<file path="src/rtl/multicycle_ctrl_if.sv">
// Control bundle between the multicycle controller, the memory port and the datapath.
interface multicycle_ctrl_if #(
   parameter int RETIRE_W = 32
);
   logic [31:0]         instr_i;
   logic                mem_ready_i;
   logic                branch_taken_i;
   logic                mem_req_o;
   logic                mem_we_o;
   logic                iord_o;
   logic                ir_we_o;
   logic                pc_we_o;
   logic [1:0]          pc_src_o;
   logic                reg_we_o;
   logic [1:0]          wb_sel_o;
   logic [3:0]          alu_op_o;
   logic [1:0]          shift_o;
   logic                illegal_o;
   logic [2:0]          state_o;
   logic [RETIRE_W-1:0] retired_o;

   // Controller side
   modport master (
      input  instr_i, mem_ready_i, branch_taken_i,
      output mem_req_o, mem_we_o, iord_o, ir_we_o, pc_we_o, pc_src_o,
             reg_we_o, wb_sel_o, alu_op_o, shift_o, illegal_o, state_o, retired_o
   );

   // Datapath / memory side
   modport slave (
      output instr_i, mem_ready_i, branch_taken_i,
      input  mem_req_o, mem_we_o, iord_o, ir_we_o, pc_we_o, pc_src_o,
             reg_we_o, wb_sel_o, alu_op_o, shift_o, illegal_o, state_o, retired_o
   );
endinterface

</file>
<file path="src/rtl/multicycle_ctrl.sv">
// Multicycle RV32 subset control FSM: FETCH -> DECODE -> EXEC -> (MEM) -> (WB).
// Strobes depend only on registered state, the latched decode fields and the
// memory/branch handshake inputs; instr_i only feeds the DECODE latch and the
// next-state legality check, never a strobe.
module multicycle_ctrl #(
   parameter int RETIRE_W = 32
) (
   input logic               clk_i,
   input logic               rst_n_i,
   multicycle_ctrl_if.master bus
);
   typedef enum logic [2:0] {
      S_FETCH  = 3'd0,
      S_DECODE = 3'd1,
      S_EXEC   = 3'd2,
      S_MEM    = 3'd3,
      S_WB     = 3'd4
   } state_t;

   localparam logic [6:0] OP_R    = 7'h33;
   localparam logic [6:0] OP_I    = 7'h13;
   localparam logic [6:0] OP_LD   = 7'h03;
   localparam logic [6:0] OP_ST   = 7'h23;
   localparam logic [6:0] OP_BR   = 7'h63;
   localparam logic [6:0] OP_JAL  = 7'h6F;
   localparam logic [6:0] OP_JALR = 7'h67;

   localparam logic [3:0] ALU_ADD = 4'b0010;
   localparam logic [3:0] ALU_SUB = 4'b0110;
   localparam logic [3:0] ALU_AND = 4'b0000;
   localparam logic [3:0] ALU_OR  = 4'b0001;

   state_t              state_r;
   logic [6:0]          opcode_r;
   logic [2:0]          funct3_r;
   logic [6:0]          funct7_r;
   logic                illegal_r;
   logic                rst_hold_r;   // first cycle after reset: FETCH with strobes quiet
   logic [RETIRE_W-1:0] retired_r;

   logic                retire_s;
   logic                mem_req_s, mem_we_s, iord_s, ir_we_s, pc_we_s, reg_we_s;
   logic [1:0]          pc_src_s, wb_sel_s, shift_s;
   logic [3:0]          alu_op_s;
   logic                unused_s;

   // Operand/immediate fields are consumed by the datapath, not here.
   assign unused_s = ^{bus.instr_i[24:15], bus.instr_i[11:7]};

   function automatic logic is_legal(input logic [31:0] instr);
      logic ok;
      ok = 1'b0;
      case (instr[6:0])
         OP_R: begin
            if (instr[31:25] == 7'h20) begin
               ok = 1'b1;
            end else if (instr[31:25] == 7'h00) begin
               ok = (instr[14:12] == 3'b000) || (instr[14:12] == 3'b111) ||
                    (instr[14:12] == 3'b110);
            end else begin
               ok = 1'b0;
            end
         end
         OP_I, OP_LD, OP_ST, OP_BR, OP_JAL, OP_JALR: ok = 1'b1;
         default: ok = 1'b0;
      endcase
      return ok;
   endfunction

   function automatic logic [3:0] alu_decode(input logic [6:0] op, input logic [2:0] f3,
                                             input logic [6:0] f7);
      logic [3:0] alu;
      alu = ALU_ADD;
      case (op)
         OP_R: begin
            if (f7 == 7'h20) begin
               alu = ALU_SUB;
            end else begin
               case (f3)
                  3'b111:  alu = ALU_AND;
                  3'b110:  alu = ALU_OR;
                  default: alu = ALU_ADD;
               endcase
            end
         end
         OP_BR:   alu = ALU_SUB;
         default: alu = ALU_ADD;
      endcase
      return alu;
   endfunction

   function automatic logic [1:0] shift_decode(input logic [6:0] op, input logic [2:0] f3);
      logic [1:0] sh;
      sh = 2'b00;
      if (op == OP_I) begin
         case (f3)
            3'b001:  sh = 2'b11;
            3'b101:  sh = 2'b10;
            default: sh = 2'b00;
         endcase
      end else begin
         sh = 2'b00;
      end
      return sh;
   endfunction

   // State register, decode latch, illegal pulse and retirement counter.
   always_ff @(posedge clk_i) begin
      if (!rst_n_i) begin
         state_r    <= S_FETCH;
         opcode_r   <= 7'd0;
         funct3_r   <= 3'd0;
         funct7_r   <= 7'd0;
         illegal_r  <= 1'b0;
         rst_hold_r <= 1'b1;
         retired_r  <= '0;
      end else begin
         rst_hold_r <= 1'b0;
         illegal_r  <= 1'b0;
         if (retire_s) begin
            retired_r <= retired_r + {{(RETIRE_W-1){1'b0}}, 1'b1};
         end
         case (state_r)
            S_FETCH: begin
               if (!rst_hold_r && bus.mem_ready_i) begin
                  state_r <= S_DECODE;
               end
            end
            S_DECODE: begin
               opcode_r <= bus.instr_i[6:0];
               funct3_r <= bus.instr_i[14:12];
               funct7_r <= bus.instr_i[31:25];
               if (is_legal(bus.instr_i)) begin
                  state_r <= S_EXEC;
               end else begin
                  state_r   <= S_FETCH;
                  illegal_r <= 1'b1;
               end
            end
            S_EXEC: begin
               case (opcode_r)
                  OP_R, OP_I:   state_r <= S_WB;
                  OP_LD, OP_ST: state_r <= S_MEM;
                  default:      state_r <= S_FETCH;
               endcase
            end
            S_MEM: begin
               if (bus.mem_ready_i) begin
                  state_r <= (opcode_r == OP_ST) ? S_FETCH : S_WB;
               end
            end
            S_WB:    state_r <= S_FETCH;
            default: state_r <= S_FETCH;
         endcase
      end
   end

   // Retirement happens at branch/jump EXEC, store completion and every WB.
   always_comb begin
      retire_s = 1'b0;
      case (state_r)
         S_EXEC:  retire_s = (opcode_r == OP_BR) || (opcode_r == OP_JAL) || (opcode_r == OP_JALR);
         S_MEM:   retire_s = bus.mem_ready_i && (opcode_r == OP_ST);
         S_WB:    retire_s = 1'b1;
         default: retire_s = 1'b0;
      endcase
   end

   // Per-state control outputs from registered state and latched decode.
   always_comb begin
      mem_req_s = 1'b0;
      mem_we_s  = 1'b0;
      iord_s    = 1'b0;
      ir_we_s   = 1'b0;
      pc_we_s   = 1'b0;
      pc_src_s  = 2'b00;
      reg_we_s  = 1'b0;
      wb_sel_s  = 2'b00;
      alu_op_s  = ALU_ADD;
      shift_s   = 2'b00;
      if (!rst_hold_r) begin
         case (state_r)
            S_FETCH: begin
               mem_req_s = 1'b1;
               ir_we_s   = bus.mem_ready_i;
               pc_we_s   = bus.mem_ready_i;
            end
            S_EXEC: begin
               alu_op_s = alu_decode(opcode_r, funct3_r, funct7_r);
               shift_s  = shift_decode(opcode_r, funct3_r);
               case (opcode_r)
                  OP_BR: begin
                     pc_we_s  = bus.branch_taken_i;
                     pc_src_s = {1'b0, bus.branch_taken_i};
                  end
                  OP_JAL: begin
                     pc_we_s  = 1'b1;
                     pc_src_s = 2'b01;
                     reg_we_s = 1'b1;
                     wb_sel_s = 2'b10;
                  end
                  OP_JALR: begin
                     pc_we_s  = 1'b1;
                     pc_src_s = 2'b10;
                     reg_we_s = 1'b1;
                     wb_sel_s = 2'b10;
                  end
                  default: pc_we_s = 1'b0;
               endcase
            end
            S_MEM: begin
               mem_req_s = 1'b1;
               iord_s    = 1'b1;
               mem_we_s  = (opcode_r == OP_ST);
               alu_op_s  = alu_decode(opcode_r, funct3_r, funct7_r);
            end
            S_WB: begin
               reg_we_s = 1'b1;
               wb_sel_s = (opcode_r == OP_LD) ? 2'b01 : 2'b00;
               alu_op_s = alu_decode(opcode_r, funct3_r, funct7_r);
               shift_s  = shift_decode(opcode_r, funct3_r);
            end
            default: mem_req_s = 1'b0;
         endcase
      end else begin
         mem_req_s = 1'b0;
      end
   end

   assign bus.mem_req_o = mem_req_s;
   assign bus.mem_we_o  = mem_we_s;
   assign bus.iord_o    = iord_s;
   assign bus.ir_we_o   = ir_we_s;
   assign bus.pc_we_o   = pc_we_s;
   assign bus.pc_src_o  = pc_src_s;
   assign bus.reg_we_o  = reg_we_s;
   assign bus.wb_sel_o  = wb_sel_s;
   assign bus.alu_op_o  = alu_op_s;
   assign bus.shift_o   = shift_s;
   assign bus.illegal_o = illegal_r;
   assign bus.state_o   = state_r;
   assign bus.retired_o = retired_r;
endmodule

</file>
<file path="src/flat_wrapper.sv">
// flat-port wrapper written by rule: the top's interface ports become plain ports
module multicycle_ctrl_flat 
#(
   parameter int RETIRE_W = 32
)
  (clk_i, rst_n_i, bus_instr_i, bus_mem_ready_i, bus_branch_taken_i, bus_mem_req_o, bus_mem_we_o, bus_iord_o, bus_ir_we_o, bus_pc_we_o, bus_pc_src_o, bus_reg_we_o, bus_wb_sel_o, bus_alu_op_o, bus_shift_o, bus_illegal_o, bus_state_o, bus_retired_o);
  multicycle_ctrl_if #(.RETIRE_W(RETIRE_W)) bus_i ();
  input logic clk_i;
  input logic rst_n_i;
  input wire logic [$bits(bus_i.instr_i)-1:0] bus_instr_i;
  input wire logic [$bits(bus_i.mem_ready_i)-1:0] bus_mem_ready_i;
  input wire logic [$bits(bus_i.branch_taken_i)-1:0] bus_branch_taken_i;
  output wire logic [$bits(bus_i.mem_req_o)-1:0] bus_mem_req_o;
  output wire logic [$bits(bus_i.mem_we_o)-1:0] bus_mem_we_o;
  output wire logic [$bits(bus_i.iord_o)-1:0] bus_iord_o;
  output wire logic [$bits(bus_i.ir_we_o)-1:0] bus_ir_we_o;
  output wire logic [$bits(bus_i.pc_we_o)-1:0] bus_pc_we_o;
  output wire logic [$bits(bus_i.pc_src_o)-1:0] bus_pc_src_o;
  output wire logic [$bits(bus_i.reg_we_o)-1:0] bus_reg_we_o;
  output wire logic [$bits(bus_i.wb_sel_o)-1:0] bus_wb_sel_o;
  output wire logic [$bits(bus_i.alu_op_o)-1:0] bus_alu_op_o;
  output wire logic [$bits(bus_i.shift_o)-1:0] bus_shift_o;
  output wire logic [$bits(bus_i.illegal_o)-1:0] bus_illegal_o;
  output wire logic [$bits(bus_i.state_o)-1:0] bus_state_o;
  output wire logic [$bits(bus_i.retired_o)-1:0] bus_retired_o;
  assign bus_i.instr_i = bus_instr_i;
  assign bus_i.mem_ready_i = bus_mem_ready_i;
  assign bus_i.branch_taken_i = bus_branch_taken_i;
  assign bus_mem_req_o = bus_i.mem_req_o;
  assign bus_mem_we_o = bus_i.mem_we_o;
  assign bus_iord_o = bus_i.iord_o;
  assign bus_ir_we_o = bus_i.ir_we_o;
  assign bus_pc_we_o = bus_i.pc_we_o;
  assign bus_pc_src_o = bus_i.pc_src_o;
  assign bus_reg_we_o = bus_i.reg_we_o;
  assign bus_wb_sel_o = bus_i.wb_sel_o;
  assign bus_alu_op_o = bus_i.alu_op_o;
  assign bus_shift_o = bus_i.shift_o;
  assign bus_illegal_o = bus_i.illegal_o;
  assign bus_state_o = bus_i.state_o;
  assign bus_retired_o = bus_i.retired_o;
  multicycle_ctrl #(.RETIRE_W(RETIRE_W)) u_core (.clk_i(clk_i), .rst_n_i(rst_n_i), .bus(bus_i));
endmodule
</file>
<file path="config.mk">
export PLATFORM = sky130hd
export DESIGN_NAME = multicycle_ctrl_flat
export DESIGN_NICKNAME = d
export VERILOG_FILES = /design/src/rtl/multicycle_ctrl_if.sv /design/src/rtl/multicycle_ctrl.sv /design/src/flat_wrapper.sv
export SDC_FILE = /design/constraint.sdc
export NUM_CORES = 1
export LEC_CHECK = 0
export BUFFER_PORTS_ARGS = -buffer_cell sky130_fd_sc_hd__buf_4
export CAP_MARGIN = 5
export CORE_MARGIN = 1.5
export CORE_UTILIZATION = 40
export CTS_BUF_LIST = sky130_fd_sc_hd__clkbuf_2 sky130_fd_sc_hd__clkbuf_4 sky130_fd_sc_hd__clkbuf_8
export DETAILED_ROUTE_END_ITERATION = 10
export PLACE_DENSITY = 0.69
export SLEW_MARGIN = 25
export SYNTH_ARGS = -nofsm -noshare
export SYNTH_HDL_FRONTEND = slang
export SYNTH_SLANG_ARGS = --single-unit
</file>
<file path="constraint.sdc">
create_clock -name clk_i -period 4.6 [get_ports clk_i]
set_clock_uncertainty 0.1 [all_clocks]
set_input_delay 1.15 -clock clk_i [delete_from_list [all_inputs] [get_ports clk_i]]
set_output_delay 1.15 -clock clk_i [all_outputs]
set_load 0.05 [all_outputs]
</file>
==> results of run 1 <==
==> layout make-up <==
cell class	count	area, sq um
inverters	4	15.0
repair buffers	72	541
flip-flops and latches	54	1080
well taps	96	120
fillers	677	3320
clock buffers	5	68.8
multi-input cells	278	1620
clock inverters	3	26.3
==> synth_stat cells (3+ instances only) <==
| library cell | count |
|---|---|
| nor4_1 | 7 |
| and2_1 | 5 |
| clkbuf_1 | 15 |
| or3_1 | 15 |
| buf_2 | 6 |
| and3_1 | 7 |
| nor2b_1 | 4 |
| or4_1 | 12 |
| and4_1 | 3 |
| a21oi_1 | 40 |
| mux2i_1 | 5 |
| nand2_1 | 54 |
| nand2b_1 | 9 |
| nor3_1 | 14 |
| dfxtp_1 | 54 |
| nand3_1 | 13 |
| nand4_1 | 17 |
| o31ai_1 | 9 |
| inv_1 | 3 |
| o21ai_0 | 17 |
| nor2_1 | 10 |
| o21a_1 | 9 |
==> through the flow <==
step	utilization	area [sq um]
after floorplan	-	2810
after global placement	0.496	3370
after detailed placement	0.496	3370
after CTS	0.510	3470
after global routing	0.511	3470
final	0.511	3470
==> state kept, by name (all words and copies together) (netlist names) <==
name                  cells
u_core.opcode_r           7
u_core.bus.illegal_o      1
u_core.rst_hold_r         1
u_core.bus.retired_o     32
u_core.funct7_r           7
u_core.funct3_r           3
u_core.bus.state_o        3
==> layer usage <==
layer,share of wire,global-route usage,up-vias
met3,0.045,0.0248,6
met5,0,0,-
li1,-,-,1445
met1,0.47,0.258,1340
met4,0.010,0.0543,0
met2,0.47,0.300,63
==> power groups by stage <==
stage	sequential, mW	combinational, mW	clock, mW
after floorplan	0.499	0.0509	0
after global placement	0.501	0.0800	0
after detailed placement	0.501	0.0810	0
after CTS	0.490	0.0811	0.295
after global routing	0.493	0.0883	0.310
final	0.490	0.0809	0.289
==> worst reg2reg max path: cells and delay by family, from the launching register on <==
kind	cells	cell delay [ns]
compound gates	1	0.14
simple gates	4	1.88
flops	1	0.45
==> final timing paths <==
check                                        from                                    end  slack [ns]
max               u_core.funct7_r[4]$_SDFFE_PN0P_                        bus_alu_op_o[2]        0.97
min               u_core.funct7_r[5]$_SDFFE_PN0P_        u_core.funct7_r[5]$_SDFFE_PN0P_        0.36
max reg2reg  u_core.bus.retired_o[5]$_SDFFE_PN0P_  u_core.bus.retired_o[27]$_SDFFE_PN0P_        1.97
min reg2reg       u_core.funct7_r[5]$_SDFFE_PN0P_        u_core.funct7_r[5]$_SDFFE_PN0P_        0.36
==> cells by family after synthesis <==
group,after synthesis,share of synthesized area
DFF,54,0.385
xor gates and xnor gates,2,0.00624
AOI/OAI and AO/OA,88,0.191
buffers and inverters,28,0.0415
and+or+nand+nor,181,0.353
muxes,5,0.0178
other,1,0.00134
adders and majority gates,1,0.00446
==> results.toml, run 1 <==
[die]
core.rowCount = 30
pin_count = 88
initial_standard_cell_utilization_of_the_core = 0.413
core_area_sq_mm = 0.00679
floorplan.die.width_um = 86.8
die_area_sq_mm = 0.00753
die_h_um = 86.8

[cts]
clock_tree_from_tritoncts = "done"
clock_tree.root_cell = "clkbuf_8"
path_clk_slew_ns = 0.11
cts_buffer_depth = 2
ctsHoldBuffers = 0
postCtsSetupRepairBufs = 0
cts_resized = 0
numClockSinks = 54
clk_latency_ns = 0.32
cts_buffers = 5
ctsHtreeMaxLevel = 2

[timing]
setup_violations = 0
worstMarginPinSlew_ns = 0.767
grt_setup_unrepaired = "false"
post-route-min-period_ns = 3.63
fmax_mhz = 275
hold_violations = 0
post_route_worst_setup_slack_ns = 0.967
setup-tns-final_ns = 0
worst_slew_margin_rel = 0.484
hold-worst-slack_ns = 0.359
maxSlewViolCount = 0
layout_worst_path_cycle_share = 0.790

[worst_hold_path]
timing.hold.worst.class = "reg2reg"
min_path_cells = 2

[setup_path]
critical_path.slowest_cell = "or4b_2"
crit_chain = "or4b_2 -> nor4_1 -> a41oi_1 -> a211oi_1 -> buf_4"
end_kind = "output pin"
crit_path_start_kind = "flip-flop"
timing.reg2reg.worst_path_depth = 5
cp.depth = 5
critical_path_peak_fanout = 2
critPathKind = "reg2out"
timing.critical_path.slowest_cell_delay_ns = 0.66
cpLargestDelayFamily = "simple AND/OR/NAND/NOR gates"
cp_data_required_time_ns = 3.35
timing.critical_path.arrival_ns = 2.38
buffers_plus_inverters_on_the_worst_setup_path = 1

[yosys]
synth_area_leader_cell = "dfxtp_1"
synth_nets = 397
ys.flop_type = "dfxtp_1"
ranking_of_synthesized_cells_by_area = "dfxtp_1, nand2_1, a21oi_1, nand4_1, or3_1"
yosys.cell_types.count = 47
syn-instance-count = 360
synthesis.area_per_instance_sq_um = 7.80
yosysWarningCount = 0
synth-seq-cells = 54
synth_async_sr_flop_share = 0
number_of_enable_type_register_cells_in_the_synthesized_netlist = 0
netlist.area_leader.share = 0.385
share_of_the_yosys_chip_area_belonging_to_registers = 0.385
mappedNetlistArea_sq_mm = 0.00281

[global_route]
global_route_usage_over_all_layers = 0.185
grt_max_degree = 61
first_pass_grt_wire_length_mm = 11.4
grt_pass1_vias = 2428
globalRoute.totalOverflow = 0
antenna_found_initial = 0

[route]
detail_route.wl_per_cell_um = 14.0
wl_mm = 7.16
drtPass1Iterations = 4
final_antenna_net_count = 0
via_count = 2854
via_per_inst = 5.57
drt_iter0_drc = 168
detailed_route_drc_error_count = 0

[pwr]
fin_total_pwr_uw = 860
power_spent_charging_and_discharging_nets_uw = 239
irDropWorstVdd_mv = 0.137
cellLeakagePower_nw = 1.25
internal-power_uw = 622
power.share.switching = 0.277
combinational_cell_fraction_of_total_power = 0.094
power-per-cell-area_mw_per_mm2 = 248
power.clock.fraction = 0.336
power_frac_seq = 0.570

[cells_and_area]
most-common-layout-cells = "buf_4, nand2_1, dfxtp_1"
stdcell_count = 512
syn2layout_area_growth_pct = 23.8
nets = 452
layout.cells.most_common = "buf_4"
final_layout_size_suffix_gt1_frac = 0.204
diodes = 0

[place]
placedCellCount = 504
place.detailed.hpwl_mm = 5.05
gp_congestion = 0.839
port-buffer-count = 71
pre_cts_ws_ns = 1.36

[status]
run_status = "finished, final reports clean"

[run]
drv_cap = 0
(Power assumes the default switching activity.)
==> inputs of run 2 (changes only) <==
Settings changed: ABC_AREA set to 1, PLACE_DENSITY 0.69 to 0.7.
Clock period 4.6 ns to 3 ns, I/O delays scaled along.
==> run 2 against run 1 <==
  * Routed wire length up 26%
  * Highest routed layer unchanged
  * Synthesized cell count up 50%
  * Combinational power up 61%
  * Sequential cell count unchanged
  * Largest power group unchanged
  * Worst hold slack better by 0.0035 ns
  * Die area up 17%
  * Sequential power up 53%
  * Clock power up 54%
  * Non-clock buffer count up 3
  * Synthesized area up 18%
  * Cell area up 15%
==> results.toml, run 2 <==
[global_route]
global_route.usage.met2 = 0.344
met1_track_demand_over_resource_in_global_routing = 0.295
grt_pass1_vias = 3251
globalRoute.totalOverflow = 0
top_usage_layer = "met2"
met3_usage = 0.0396
first_pass_grt_wire_length_mm = 15.1
global_route_usage_over_all_layers = 0.214
grt_max_degree = 34
antenna_found_initial = 0

[timing]
hold-worst-slack_ns = 0.363
layout_worst_path_cycle_share = 0.910
post_route_worst_setup_slack_ns = 0.271
hold_violations = 0
maxSlewViolCount = 0
setup-tns-final_ns = 0
worstMarginPinSlew_ns = 0.595
setup_violations = 0
post-route-min-period_ns = 2.73
fmax_mhz = 366
worst_slew_margin_rel = 0.603
grt_setup_unrepaired = "false"

[yosys]
netlist.area_leader.share = 0.327
syn-instance-count = 539
number_of_enable_type_register_cells_in_the_synthesized_netlist = 0
ranking_of_synthesized_cells_by_area = "dfxtp_1, nand2_1, nor2_1, nand3_1, a21oi_1"
synth-seq-cells = 54
share_of_the_yosys_chip_area_belonging_to_registers = 0.327
synthesis.area_per_instance_sq_um = 6.13
synth_compound_gate_area_share = 0.127
synth_nets = 576
yosys.area_share.adder = 0.00379
synth_async_sr_flop_share = 0
synth_area_leader_cell = "dfxtp_1"
yosysMostFrequentCell = "nand2_1"
mappedNetlistArea_sq_mm = 0.00330
yosys.cell_types.count = 32
synth-xor-area-share = 0.0345
yosysWarningCount = 0
post_synthesis_simple_gate_area_fraction = 0.408
synth.cells.most_frequent = "nand2_1, nor2_1, dfxtp_1, nand3_1, inv_1"
synth_top_family_by_area = "simple AND/OR/NAND/NOR gates"
ys.flop_type = "dfxtp_1"
yosys-mux-area-fraction = 0

[place]
place.detailed.hpwl_mm = 6.65
port-buffer-count = 71
placedCellCount = 697
pre_cts_ws_ns = 0.656
gp_congestion = 0.873
post_dp_cell_area_sq_mm = 0.00391

[cts]
clk_latency_ns = 0.32
ctsHtreeMaxLevel = 2
postCtsSetupRepairBufs = 0
clock_tree.root_cell = "clkbuf_8"
path_clk_slew_ns = 0.11
cts_buffer_depth = 2
ctsHoldBuffers = 0
cts_buffers = 5
clock_tree_from_tritoncts = "done"
cts_resized = 0
numClockSinks = 54

[cells_and_area]
post-route-util = 0.510
diodes = 0
final_layout_size_suffix_gt1_frac = 0.164
most-common-layout-cells = "nand2_1, nor2_1, buf_4"
stdcell_area_sq_mm = 0.00400
layout.cells.most_common = "nand2_1"
stdcell_count = 705
number_of_flip_flops_under_the_largest_register_name = 32
nets = 639
syn2layout_area_growth_pct = 21.2

[worst_hold_path]
timing.hold.worst.class = "reg2reg"
min_path_cells = 2

[die]
die_h_um = 93.9
floorplan.die.width_um = 93.9
die_area_sq_mm = 0.00881
pin_count = 88
core_area_sq_mm = 0.00785
core.rowCount = 32
initial_standard_cell_utilization_of_the_core = 0.421

[pwr]
internal-power_uw = 959
combinational_cell_fraction_of_total_power = 0.098
power_frac_seq = 0.567
cellLeakagePower_nw = 1.60
power.share.switching = 0.277
power.clock.fraction = 0.335
power-per-cell-area_mw_per_mm2 = 331
irDropWorstVdd_mv = 0.223
power_spent_charging_and_discharging_nets_uw = 368
fin_total_pwr_mw = 1.33

[setup_path]
timing.critical_path.arrival_ns = 1.88
timing.reg2reg.worst_path_depth = 8
end_kind = "output pin"
critical_path_peak_fanout = 6
crit_path_start_kind = "flip-flop"
critPathKind = "reg2out"
cp_data_required_time_ns = 2.15

[route]
detail_route.wl_per_cell_um = 12.8
wl_mm = 9.02
drt_iter0_drc = 309
via_count = 3600
via_per_inst = 5.11
detailed_route_drc_error_count = 0
final_antenna_net_count = 0
drtPass1Iterations = 7

[status]
run_status = "finished, final reports clean"

[run]
drv_cap = 0
[run 2: cell types whose count changed in the layout (fill, tap and decap cells not counted), moves of 9 or more]
cell	before	now
nand3_1	13	54
o31ai_1	9	0
or3_1	15	0
or4_1	12	0
nand2_1	54	160
nand4_1	17	5
nand2b_1	9	0
o21a_1	9	0
nor2_1	10	82
inv_1	3	51
nor3_1	14	3
[run 2: critical path, stage by stage (launching register included)]
cell	delay, ns
dfxtp_1	0.35
nand2_1	0.06
inv_1	0.12
nand2_1	0.11
inv_1	0.15
and2_1	0.18
nand2_1	0.09
nand3_1	0.09
nand2_1	0.06
o21bai_1	0.12
buf_4	0.22
[run 2: path summary, 6_finish.rpt]
path                                            from                                    to  slack [ns]
hold reg to reg      u_core.funct7_r[6]$_SDFFE_PN0P_       u_core.funct7_r[6]$_SDFFE_PN0P_        0.36
setup reg to reg  u_core.bus.state_o[1]$_SDFFE_PN0P_  u_core.bus.retired_o[1]$_SDFFE_PN0P_        0.86
hold / removal       u_core.funct7_r[6]$_SDFFE_PN0P_       u_core.funct7_r[6]$_SDFFE_PN0P_        0.36
setup / recovery     u_core.opcode_r[1]$_SDFFE_PN0P_                           bus_pc_we_o        0.27
[run 2: cell type report]
cell class	count	area [sq um]
multi-input cells	413	1930
flip-flops and latches	54	1080
clock buffers	5	68.8
fillers	861	3840
repair buffers	75	563
clock inverters	3	28.8
well taps	102	128
inverters	53	199
[run 2: kinds of logic after synthesis]
logic type | count (synthesis)
other | 1
XOR/XNOR | 13
buffers and inverters | 72
AO/OA/AOI/OAI | 77
adder cells (fa/ha/maj) | 1
AND/OR/NAND/NOR | 321
flip-flops | 54
[run 2: power by group through the flow]
stage                     clock, mW  combinational, mW  sequential, mW
after floorplan                   0             0.0817           0.770
after global placement            0              0.128           0.768
after detailed placement          0              0.130           0.769
after CTS                     0.455              0.131           0.752
after global routing          0.484              0.144           0.755
final                         0.444              0.130           0.752
[run 2: routing by layer]
layer,vias up,share of wire
li1,1850,-
met1,1615,0.49
met2,118,0.44
met3,17,0.053
met4,0,0.012
met5,-,0
